File: config.mk
export PLATFORM = sky130hd
export DESIGN_NAME = ctrl_issue
export DESIGN_NICKNAME = d
export VERILOG_FILES = /design/src/rtl/ctrl_issue_pkg.sv /design/src/rtl/ctrl_issue_fifo.sv /design/src/rtl/ctrl_issue.sv
export SDC_FILE = /design/constraint.sdc
export NUM_CORES = 1
export LEC_CHECK = 0
export BUFFER_PORTS_ARGS = -buffer_cell sky130_fd_sc_hd__buf_4
export CAP_MARGIN = 0
export CORE_MARGIN = 1.5
export CORE_UTILIZATION = 55
export CTS_CLUSTER_SIZE = 12
export DETAILED_ROUTE_END_ITERATION = 6
export PLACE_DENSITY = 0.74
export RECOVER_POWER = 50
export SLEW_MARGIN = 20
export SYNTH_ARGS = -nofsm -noshare
export SYNTH_HDL_FRONTEND = slang
export SYNTH_SLANG_ARGS = --single-unit
File: constraint.sdc
create_clock -name clk -period 5.6 [get_ports clk]
set_clock_uncertainty 0.05 [all_clocks]
set_input_delay 0 -clock clk [delete_from_list [all_inputs] [get_ports clk]]
set_output_delay 0 -clock clk [all_outputs]
set_load 0.01 [all_outputs]
File: src/rtl/ctrl_issue_pkg.sv
// Shared types, constants and width helper for the control-word issue stage.
package ctrl_issue_pkg;

   typedef enum logic {RUN = 1'b0, FLUSH = 1'b1} state_e;

   localparam logic [31:0] NOP_DEFAULT = 32'h0000_0000;

   // Bits needed to hold values 0..max_val, never less than one.
   function automatic int ctr_w(input int max_val);
      if (max_val < 2) begin
         return 1;
      end else begin
         return $clog2(max_val + 1);
      end
   endfunction

endpackage

File: src/rtl/ctrl_issue_fifo.sv
// Synchronous FIFO with synchronous clear; head is the oldest entry.
module ctrl_issue_fifo
   import ctrl_issue_pkg::*;
#(
   parameter int WIDTH = 32,
   parameter int DEPTH = 8
) (
   input  logic                        clk,
   input  logic                        rst,
   input  logic                        push_i,
   input  logic                        pop_i,
   input  logic                        clear_i,
   input  logic [WIDTH-1:0]            data_i,
   output logic [WIDTH-1:0]            head_o,
   output logic [ctr_w(DEPTH)-1:0]     count_o,
   output logic                        full_o,
   output logic                        empty_o
);
   localparam int PTR_W = $clog2(DEPTH);
   localparam int CNT_W = ctr_w(DEPTH);

   logic [WIDTH-1:0] mem_q [DEPTH];
   logic [PTR_W-1:0] wr_ptr_q, wr_ptr_d, rd_ptr_q, rd_ptr_d;
   logic [CNT_W-1:0] cnt_q, cnt_d;
   logic             push_ok_s, pop_ok_s;

   assign full_o    = (cnt_q == CNT_W'(DEPTH));
   assign empty_o   = (cnt_q == {CNT_W{1'b0}});
   assign push_ok_s = push_i && !full_o;
   assign pop_ok_s  = pop_i && !empty_o;
   assign head_o    = mem_q[rd_ptr_q];
   assign count_o   = cnt_q;

   // Pointer and occupancy next state; pointers wrap because DEPTH is a power of 2.
   always_comb begin
      wr_ptr_d = wr_ptr_q;
      rd_ptr_d = rd_ptr_q;
      cnt_d    = cnt_q;
      if (clear_i) begin
         wr_ptr_d = {PTR_W{1'b0}};
         rd_ptr_d = {PTR_W{1'b0}};
         cnt_d    = {CNT_W{1'b0}};
      end else begin
         if (push_ok_s) wr_ptr_d = wr_ptr_q + PTR_W'(1);
         else           wr_ptr_d = wr_ptr_q;
         if (pop_ok_s)  rd_ptr_d = rd_ptr_q + PTR_W'(1);
         else           rd_ptr_d = rd_ptr_q;
         case ({push_ok_s, pop_ok_s})
            2'b10:   cnt_d = cnt_q + CNT_W'(1);
            2'b01:   cnt_d = cnt_q - CNT_W'(1);
            default: cnt_d = cnt_q;
         endcase
      end
   end

   // Pointer and occupancy registers.
   always_ff @(posedge clk or posedge rst) begin
      if (rst) begin
         wr_ptr_q <= {PTR_W{1'b0}};
         rd_ptr_q <= {PTR_W{1'b0}};
         cnt_q    <= {CNT_W{1'b0}};
      end else begin
         wr_ptr_q <= wr_ptr_d;
         rd_ptr_q <= rd_ptr_d;
         cnt_q    <= cnt_d;
      end
   end

   // Storage array, written on accepted push.
   always_ff @(posedge clk) begin
      if (push_ok_s && !clear_i) begin
         mem_q[wr_ptr_q] <= data_i;
      end
   end

endmodule

File: src/rtl/ctrl_issue.sv
// Issue stage feeding the ctrl_arr delay line, with a shadow valid pipe for retire tracking.
// Optional issue throttling is enabled by defining CTRL_ISSUE_THROTTLE_EN.
module ctrl_issue
   import ctrl_issue_pkg::*;
#(
   parameter int               WIDTH    = 32,
   parameter int               DEPTH    = 8,
   parameter int               LENGTH   = 5,
   parameter logic [WIDTH-1:0] NOP_WORD = WIDTH'(NOP_DEFAULT)
`ifdef CTRL_ISSUE_THROTTLE_EN
   ,parameter int              ISSUE_GAP = 2
`endif
) (
   input  logic                         clk,
   input  logic                         rst,
   input  logic [WIDTH-1:0]             in_data,
   input  logic                         in_valid,
   output logic                         in_ready,
   input  logic                         hold,
   input  logic                         flush,
   output logic [WIDTH-1:0]             out,
   output logic                         out_vld,
   output logic                         retire,
   output logic [ctr_w(DEPTH)-1:0]      count,
   output logic [ctr_w(LENGTH+2)-1:0]   inflight,
   output logic                         idle
);
   localparam int CNT_W = ctr_w(DEPTH);
   localparam int IF_W  = ctr_w(LENGTH + 2);

   state_e           state_q, state_d;
   logic [WIDTH-1:0] out_q, out_d, head_s;
   logic             out_vld_q, out_vld_d;
   logic [LENGTH:0]  vpipe_q;
   logic [IF_W-1:0]  inflight_q, inflight_d;
   logic [CNT_W-1:0] count_s;
   logic             full_s, empty_s, flush_s, push_s, issue_s, gap_ok_s, dec_s;

   assign flush_s  = flush && (state_q == RUN);
   assign in_ready = !full_s && (state_q == RUN) && !rst;
   assign push_s   = in_valid && in_ready;
   assign issue_s  = (state_q == RUN) && !flush_s && !hold && !empty_s && gap_ok_s;
   assign dec_s    = vpipe_q[LENGTH] && (inflight_q != {IF_W{1'b0}});

   ctrl_issue_fifo #(
      .WIDTH (WIDTH),
      .DEPTH (DEPTH)
   ) u_fifo (
      .clk     (clk),
      .rst     (rst),
      .push_i  (push_s),
      .pop_i   (issue_s),
      .clear_i (flush_s),
      .data_i  (in_data),
      .head_o  (head_s),
      .count_o (count_s),
      .full_o  (full_s),
      .empty_o (empty_s)
   );

`ifdef CTRL_ISSUE_THROTTLE_EN
   localparam int GAP_W = ctr_w(ISSUE_GAP);
   logic [GAP_W-1:0] gap_q, gap_d;

   // Gap counter: reload on issue, count down to zero, cleared on flush.
   always_comb begin
      gap_d = gap_q;
      if (flush_s)                       gap_d = {GAP_W{1'b0}};
      else if (issue_s)                  gap_d = GAP_W'(ISSUE_GAP);
      else if (gap_q != {GAP_W{1'b0}})   gap_d = gap_q - GAP_W'(1);
      else                               gap_d = gap_q;
   end

   // Gap counter register.
   always_ff @(posedge clk or posedge rst) begin
      if (rst) gap_q <= {GAP_W{1'b0}};
      else     gap_q <= gap_d;
   end

   assign gap_ok_s = (gap_q == {GAP_W{1'b0}});
`else
   assign gap_ok_s = 1'b1;
`endif

   // FSM, issue word and in-flight counter next state.
   always_comb begin
      state_d = state_q;
      case (state_q)
         RUN: begin
            if (flush) state_d = FLUSH;
            else       state_d = RUN;
         end
         FLUSH: begin
            if (inflight_q == {IF_W{1'b0}}) state_d = RUN;
            else                            state_d = FLUSH;
         end
         default: state_d = RUN;
      endcase

      if (issue_s) begin
         out_d     = head_s;
         out_vld_d = 1'b1;
      end else begin
         out_d     = NOP_WORD;
         out_vld_d = 1'b0;
      end

      case ({issue_s, dec_s})
         2'b10:   inflight_d = inflight_q + IF_W'(1);
         2'b01:   inflight_d = inflight_q - IF_W'(1);
         default: inflight_d = inflight_q;
      endcase
   end

   // State, output word and shadow pipe registers.
   always_ff @(posedge clk or posedge rst) begin
      if (rst) begin
         state_q    <= RUN;
         out_q      <= NOP_WORD;
         out_vld_q  <= 1'b0;
         vpipe_q    <= {(LENGTH+1){1'b0}};
         inflight_q <= {IF_W{1'b0}};
      end else begin
         state_q    <= state_d;
         out_q      <= out_d;
         out_vld_q  <= out_vld_d;
         vpipe_q    <= {vpipe_q[LENGTH-1:0], out_vld_q};
         inflight_q <= inflight_d;
      end
   end

   assign out      = out_q;
   assign out_vld  = out_vld_q;
   assign retire   = vpipe_q[LENGTH];
   assign count    = count_s;
   assign inflight = inflight_q;
   assign idle     = (count_s == {CNT_W{1'b0}}) && (inflight_q == {IF_W{1'b0}}) && (state_q == RUN);

endmodule

== Word level (Yosys, flattened, before mapping) ==
Memory sizes are Yosys's and may differ from the RTL's.
Index checks and enable logic that the tools add are counted.
Word-level totals
  bits in registers: 53
  bits in writable memories: 256
  logic and storage cells: 60
  memories kept: 1
Cells by class
  mux-type cells: 14
  $add $sub $neg: 6
  bitwise logic cells: 1
  eq/ne operators: 5
  reduce and logical (&&, ||, !) cells: 25
Memories
  u_fifo.mem_q: depth 8, width 32, read ports 1, clocked after Yosys merged registers in 0, write ports 1, RTL line ctrl_issue_fifo.sv:22  | logic [WIDTH-1:0] mem_q [DEPTH];
Operators by type and width (count)
  $mux 32: 1
  $logic_and 1x1->1: 13
  $mux 3: 4
  $add 3x1->3 const B: 3
  $pmux 4 s2: 1
  $pmux 3 s2: 1
  $reduce_bool 2->1: 3
  $reduce_bool 3->1: 2
  $logic_not 1->1: 5
  $mux 1: 5
  $add 4x1->4 const B: 1
  $eq 2x1->1 const B: 2
  $eq 2x2->1 const B: 2
  $eq 4x4->1 const B: 1
  $logic_not 4->1: 1
  $mux 4: 1
  $sub 4x1->4 const B: 1
  $logic_not 3->1: 1
  $sub 3x1->3 const B: 1
  $pmux 1 s2: 1
  $not 1->1: 1

== Logic depth before layout (Yosys ltp) ==
  depth after elaboration: 10
  gate-level depth with buffers: 11

== By module ==
A second synthesis with hierarchy kept.
Second synthesis, totals
  cell total of the unflattened synthesis: 545
  area total of the unflattened synthesis: 11767.5 µm²
Modules (own cells, without submodules)
  ctrl_issue_fifo: seq. area each 7937.6 µm², cells an instance 447, area each 10286.1 µm², times used 1
  ctrl_issue: seq. area each 1076.0 µm², cells an instance 98, area each 1481.4 µm², times used 1

== Worst setup path after synthesis ==
OpenSTA, ideal clock, no wires.
  kind: register to register
  start: register u_fifo.cnt_q[3], in the netlist u_fifo.count_o[3]
  end: memory u_fifo.mem_q[0][0], enable pin
  required time: 5.089 ns
  path buffers: 1
  period minus slack after synthesis: 4.298 ns
  path slack: 1.302 ns
  arrival: 3.787 ns
  setup time: 0.461 ns
  cell stages (with the launch flop): 6
  cells stage by stage: dfrtp_1 nor4b_1 or4b_1 buf_2 or3_1 nor3_1
Between the ends
  word-level cells in the longest chain between the ends: 9
RTL lines
  start, declared: RTL line ctrl_issue_fifo.sv:24  | logic [CNT_W-1:0] cnt_q, cnt_d;
  start signal, assigned: RTL line ctrl_issue_fifo.sv:61  | cnt_q <= {CNT_W{1'b0}};
  start signal, assigned: RTL line ctrl_issue_fifo.sv:65  | cnt_q <= cnt_d;
  $eq 4x4->1 *: RTL line ctrl_issue_fifo.sv:27  | assign full_o = (cnt_q == CNT_W'(DEPTH));
  $logic_not 1->1 *: RTL line ctrl_issue_fifo.sv:29, ctrl_issue.sv:40
  $logic_and 1x1->1 (2 in a row): RTL line ctrl_issue.sv:40  | assign in_ready = !full_s && (state_q == RUN) && !rst;
  $logic_and 1x1->1: RTL line ctrl_issue.sv:41  | assign push_s = in_valid && in_ready;
  $logic_and 1x1->1 *: RTL line ctrl_issue_fifo.sv:29  | assign push_ok_s = push_i && !full_o;
  $logic_and 1x1->1 *: RTL line ctrl_issue_fifo.sv:71  | if (push_ok_s && !clear_i) begin
  $mux 1 *: RTL line ctrl_issue_fifo.sv:71
  $mux 1 (implied by the code) *: RTL line ctrl_issue_fifo.sv:72  | mem_q[wr_ptr_q] <= data_i;
  end, declared: RTL line ctrl_issue_fifo.sv:22
Every way passes the cells marked *; elsewhere a longest branch is shown, timed or not.

== Final worst setup path ==
  start: register u_fifo.cnt_q[2], in the netlist u_fifo.count_o[2]
  end: register u_fifo.cnt_q[3], in the netlist u_fifo.count_o[3]
Between the ends
  elaborated cells on any way between the ends: 17
RTL lines
  $logic_not 4->1 *: RTL line ctrl_issue_fifo.sv:28  | assign empty_o = (cnt_q == {CNT_W{1'b0}});
  $logic_not 1->1 *: RTL line ctrl_issue.sv:42  | assign issue_s = (state_q == RUN) && !flush_s && !hold && !empty_s && gap_ok_s;
  $logic_and 1x1->1 *: RTL line ctrl_issue.sv:42
  net issue_s: RTL line ctrl_issue.sv:37  | logic full_s, empty_s, flush_s, push_s, issue_s, gap_ok_s, dec_s;
  $logic_and 1x1->1 *: RTL line ctrl_issue_fifo.sv:30  | assign pop_ok_s = pop_i && !empty_o;
  $eq 2x1->1 or $eq 2x2->1 (tied branches): RTL line ctrl_issue_fifo.sv:48  | case ({push_ok_s, pop_ok_s})
  $pmux 4 s2: RTL line ctrl_issue_fifo.sv:48
  $mux 4: RTL line ctrl_issue_fifo.sv:39  | if (clear_i) begin
The timed path passes the listed nets; every way through them passes the cells marked *.
A chain may end at the register's enable or synchronous reset.

==> results.toml <==
[drt]
drtIter0Drc = 372
via_per_inst = 5.64
drt-total-wl_mm = 20.6
ant_nets = 0
num_vias = 5462
drc = 0
dr.pass1.iters = 4
routedWlPerCell_microns = 21.3

[synthesis]
yosysSeqAreaShare = 0.782
syn_avg_cell_area_sq_um = 21.4
asyncSetResetFlopFracSynth = 0.172
synth-edff-count = 256
synth.largest_area_cell = "edfxtp_1"
synth.net_count = 582
ys_warn_count = 0
ys.flop_type = "edfxtp_1"
synth_common_cells = "256 x edfxtp_1, 64 x mux4_2, 53 x dfrtp_1"
syn_area_sq_um = 11500
ys_ff_latch = 309
synth_cell_types = 33
syn_inst = 538
netlist.area_leader.share = 0.667
yosys.cell_count.top_type = "edfxtp_1"
synthTopCellsByArea = "edfxtp_1 67%, mux4_2 13%, dfrtp_1 12%"

[power_and_ir_drop]
p_int_mw = 4.12
p_seq_frac = 0.503
p_clk_frac = 0.343
p_sw_frac = 0.246
max-vdd-ir-drop_mv = 0.303
pwr-share-comb = 0.155
p_sw_mw = 1.34
power_leakage_nw = 4.50
power_density_nw_per_um2 = 401

[clock_tree]
cts.reportedPaths.clkPinSlew_ps = 60
htreeDepth = 1
cts_made_buffers = 31
hold_buffers = 37
post_cts_resized = 0
insertion_delay_ps = 550
cts-root-buf = "clkbuf_16"
clock_sinks = 309
cts_tree = "built"
cts_buffer_depth = 3
cts_setup_buffers = 0

[final_layout]
nNetsFinal = 718
multi_input_area_sq_um = 2440
drive_gt1_frac = 0.196
regArea_sq_um = 9020
n_fill_cell = 1362
area_growth_syn_to_layout_pct = 18.0
diodes = 0
fin_cells = 969

[setup_path]
critPathKind = "reg2reg"
cp.required_ps = 6020
arrival_ps = 3650
end_kind = "flip-flop"
crit_path_start_kind = "flip-flop"
path_max_fanout = 35

[timing]
min_period_over_period = 0.578
setup-violations-final = 0
drv_slew = 28
finalSetupTns_ps = 0
fmax_mhz = 309
fin_crit_ps = 3240
tightest_slew_ps = 1650
max_slew_margin = -0.101
grt_setup_unrepaired = "false"
hold_violations = 0

[global_routing]
grt_max_degree = 44
grtUsageTotal = 0.199
grt.overflow.total = 0
grt_pass1_wl_mm = 32.9
antenna_found_initial = 0
first_global_vias = 5859

[place]
globalplace.congestion = 0.749
dp_hpwl_mm = 11.7
io_buffers = 79
place_inst = 871

[floorplan]
num_rows = 52
die_h_microns = 148
dieWidth_microns = 148
start_util = 0.566
top_level_ports = 80
design.core.area_sq_um = 20400
dieArea_sq_um = 21800

[status]
violations = "capacitance limit, slew limit"
outcome = "finished, violations left"

[flow_run]
cap_violations = 1

[min_path]
hold_class = "in2reg"
==> flip-flops by register name, summed over array words and instances (netlist names) <==
name,cells
out,32
u_fifo.mem_q,256
inflight,3
out_vld,1
u_fifo.count_o,4
u_fifo.wr_ptr_q,3
vpipe_q,6
state_q,1
u_fifo.rd_ptr_q,3
==> metrics by stage <==
stage           util  area (sq um)  hold WS (ps)  total power, mW  setup WS [ps]
2_1_floorplan      -         11500         0.692             3.38           1300
3_3_place_gp   0.612         12500          68.8             3.61           2480
3_5_place_dp   0.613         12500           108             3.65           2280
4_1_cts        0.677         13800          83.2             5.53           2370
5_1_grt        0.668         13600           263             5.69           2130
6_report       0.668         13600           262             5.46           2360
==> power groups by stage <==
stage / clock network (mW) / registers (mW) / logic [mW]
finish: 1.87 / 2.74 / 0.843
global placement: 0 / 2.78 / 0.825
global route: 2.00 / 2.77 / 0.920
detailed placement: 0 / 2.79 / 0.857
CTS: 1.90 / 2.75 / 0.882
floorplan: 0 / 2.69 / 0.683
==> layer usage <==
layer,vias up,wire length [microns],track usage
li1,2418,-,-
met4,0,276,0.0480
met2,208,10500,0.331
met1,2816,8410,0.283
met3,20,1490,0.0302
met5,-,0,0
==> cell type report <==
cell class / instances / area share
clock buffers: 54 / 0.0656
clock inverters: 4 / 0.00202
flip-flops and latches: 309 / 0.663
multi-input cells: 200 / 0.179
inverters: 5 / 0.00138
well taps: 270 / 0.0248
repair buffers: 127 / 0.0635
==> path summary, 6_finish.rpt <==
| kind | startpoint | end | slack (ps) | cells past startpoint |
|---|---|---|---|---|
| setup reg to reg | u_fifo.count_o[2]$_DFFE_PP0P_ | u_fifo.count_o[3]$_DFFE_PP0P_ | 2360 | 10 |
| hold reg to reg | vpipe_q[2]$_DFF_PP0_ | vpipe_q[3]$_DFF_PP0_ | 290 | 0 |
| setup / recovery | u_fifo.count_o[2]$_DFFE_PP0P_ | u_fifo.count_o[3]$_DFFE_PP0P_ | 2360 | 10 |
| min in group asynchronous | rst | u_fifo.rd_ptr_q[1]$_DFFE_PP0P_ | 280 | 3 |
| hold / removal | flush | state_q$_DFF_PP0_ | 260 | 4 |
| max in group asynchronous | rst | u_fifo.rd_ptr_q[2]$_DFFE_PP0P_ | 2910 | 4 |
==> cell families after synthesis <==
kind of cell,synth area share
muxes,0.155
buffers and inverters,0.0109
AOI/OAI and AO/OA,0.00369
and+or+nand+nor,0.0320
adders and majority gates,0.00891
DFF,0.782
xor gates and xnor gates,0.00749
==> worst max-delay path: stages (launching register included) <==
cell and delay, ps:
dfrtp_1 440, nor4_1 580, nor4_4 80, inv_2 560, nor2_1 230, ha_1 350, a21o_1 110, a21oi_1 80
or3_1 340, and3b_1 200, nor3_2 130
==> placed cells by master, fill, tap and decap left out, drive strengths merged <==
cell | synthesis | final
edfxtp | 256 | 256
clkbuf | 13 | 122
mux4 | 64 | 64
dfrtp | 53 | 53
nor2 | 50 | 50
dlygate4sd3 | 0 | 37
mux2i | 34 | 34
buf | 11 | 22
nand2 | 9 | 9
inv | 5 | 7
nor3 | 6 | 6
ha | 5 | 5
xnor2 | 5 | 5
a21oi | 4 | 4
xor2 | 4 | 4
nor2b | 2 | 2
nor4b | 2 | 2
or3 | 2 | 2
nand2b | 2 | 2
fa | 2 | 2
clkinv | 0 | 2
nor4 | 2 | 2
or4b | 1 | 1
a21o | 1 | 1
nand3 | 1 | 1
and3b | 1 | 1
a21boi | 1 | 1
and2 | 1 | 1
a211oi | 1 | 1
Note: power is estimated with default switching activity, not from simulation.
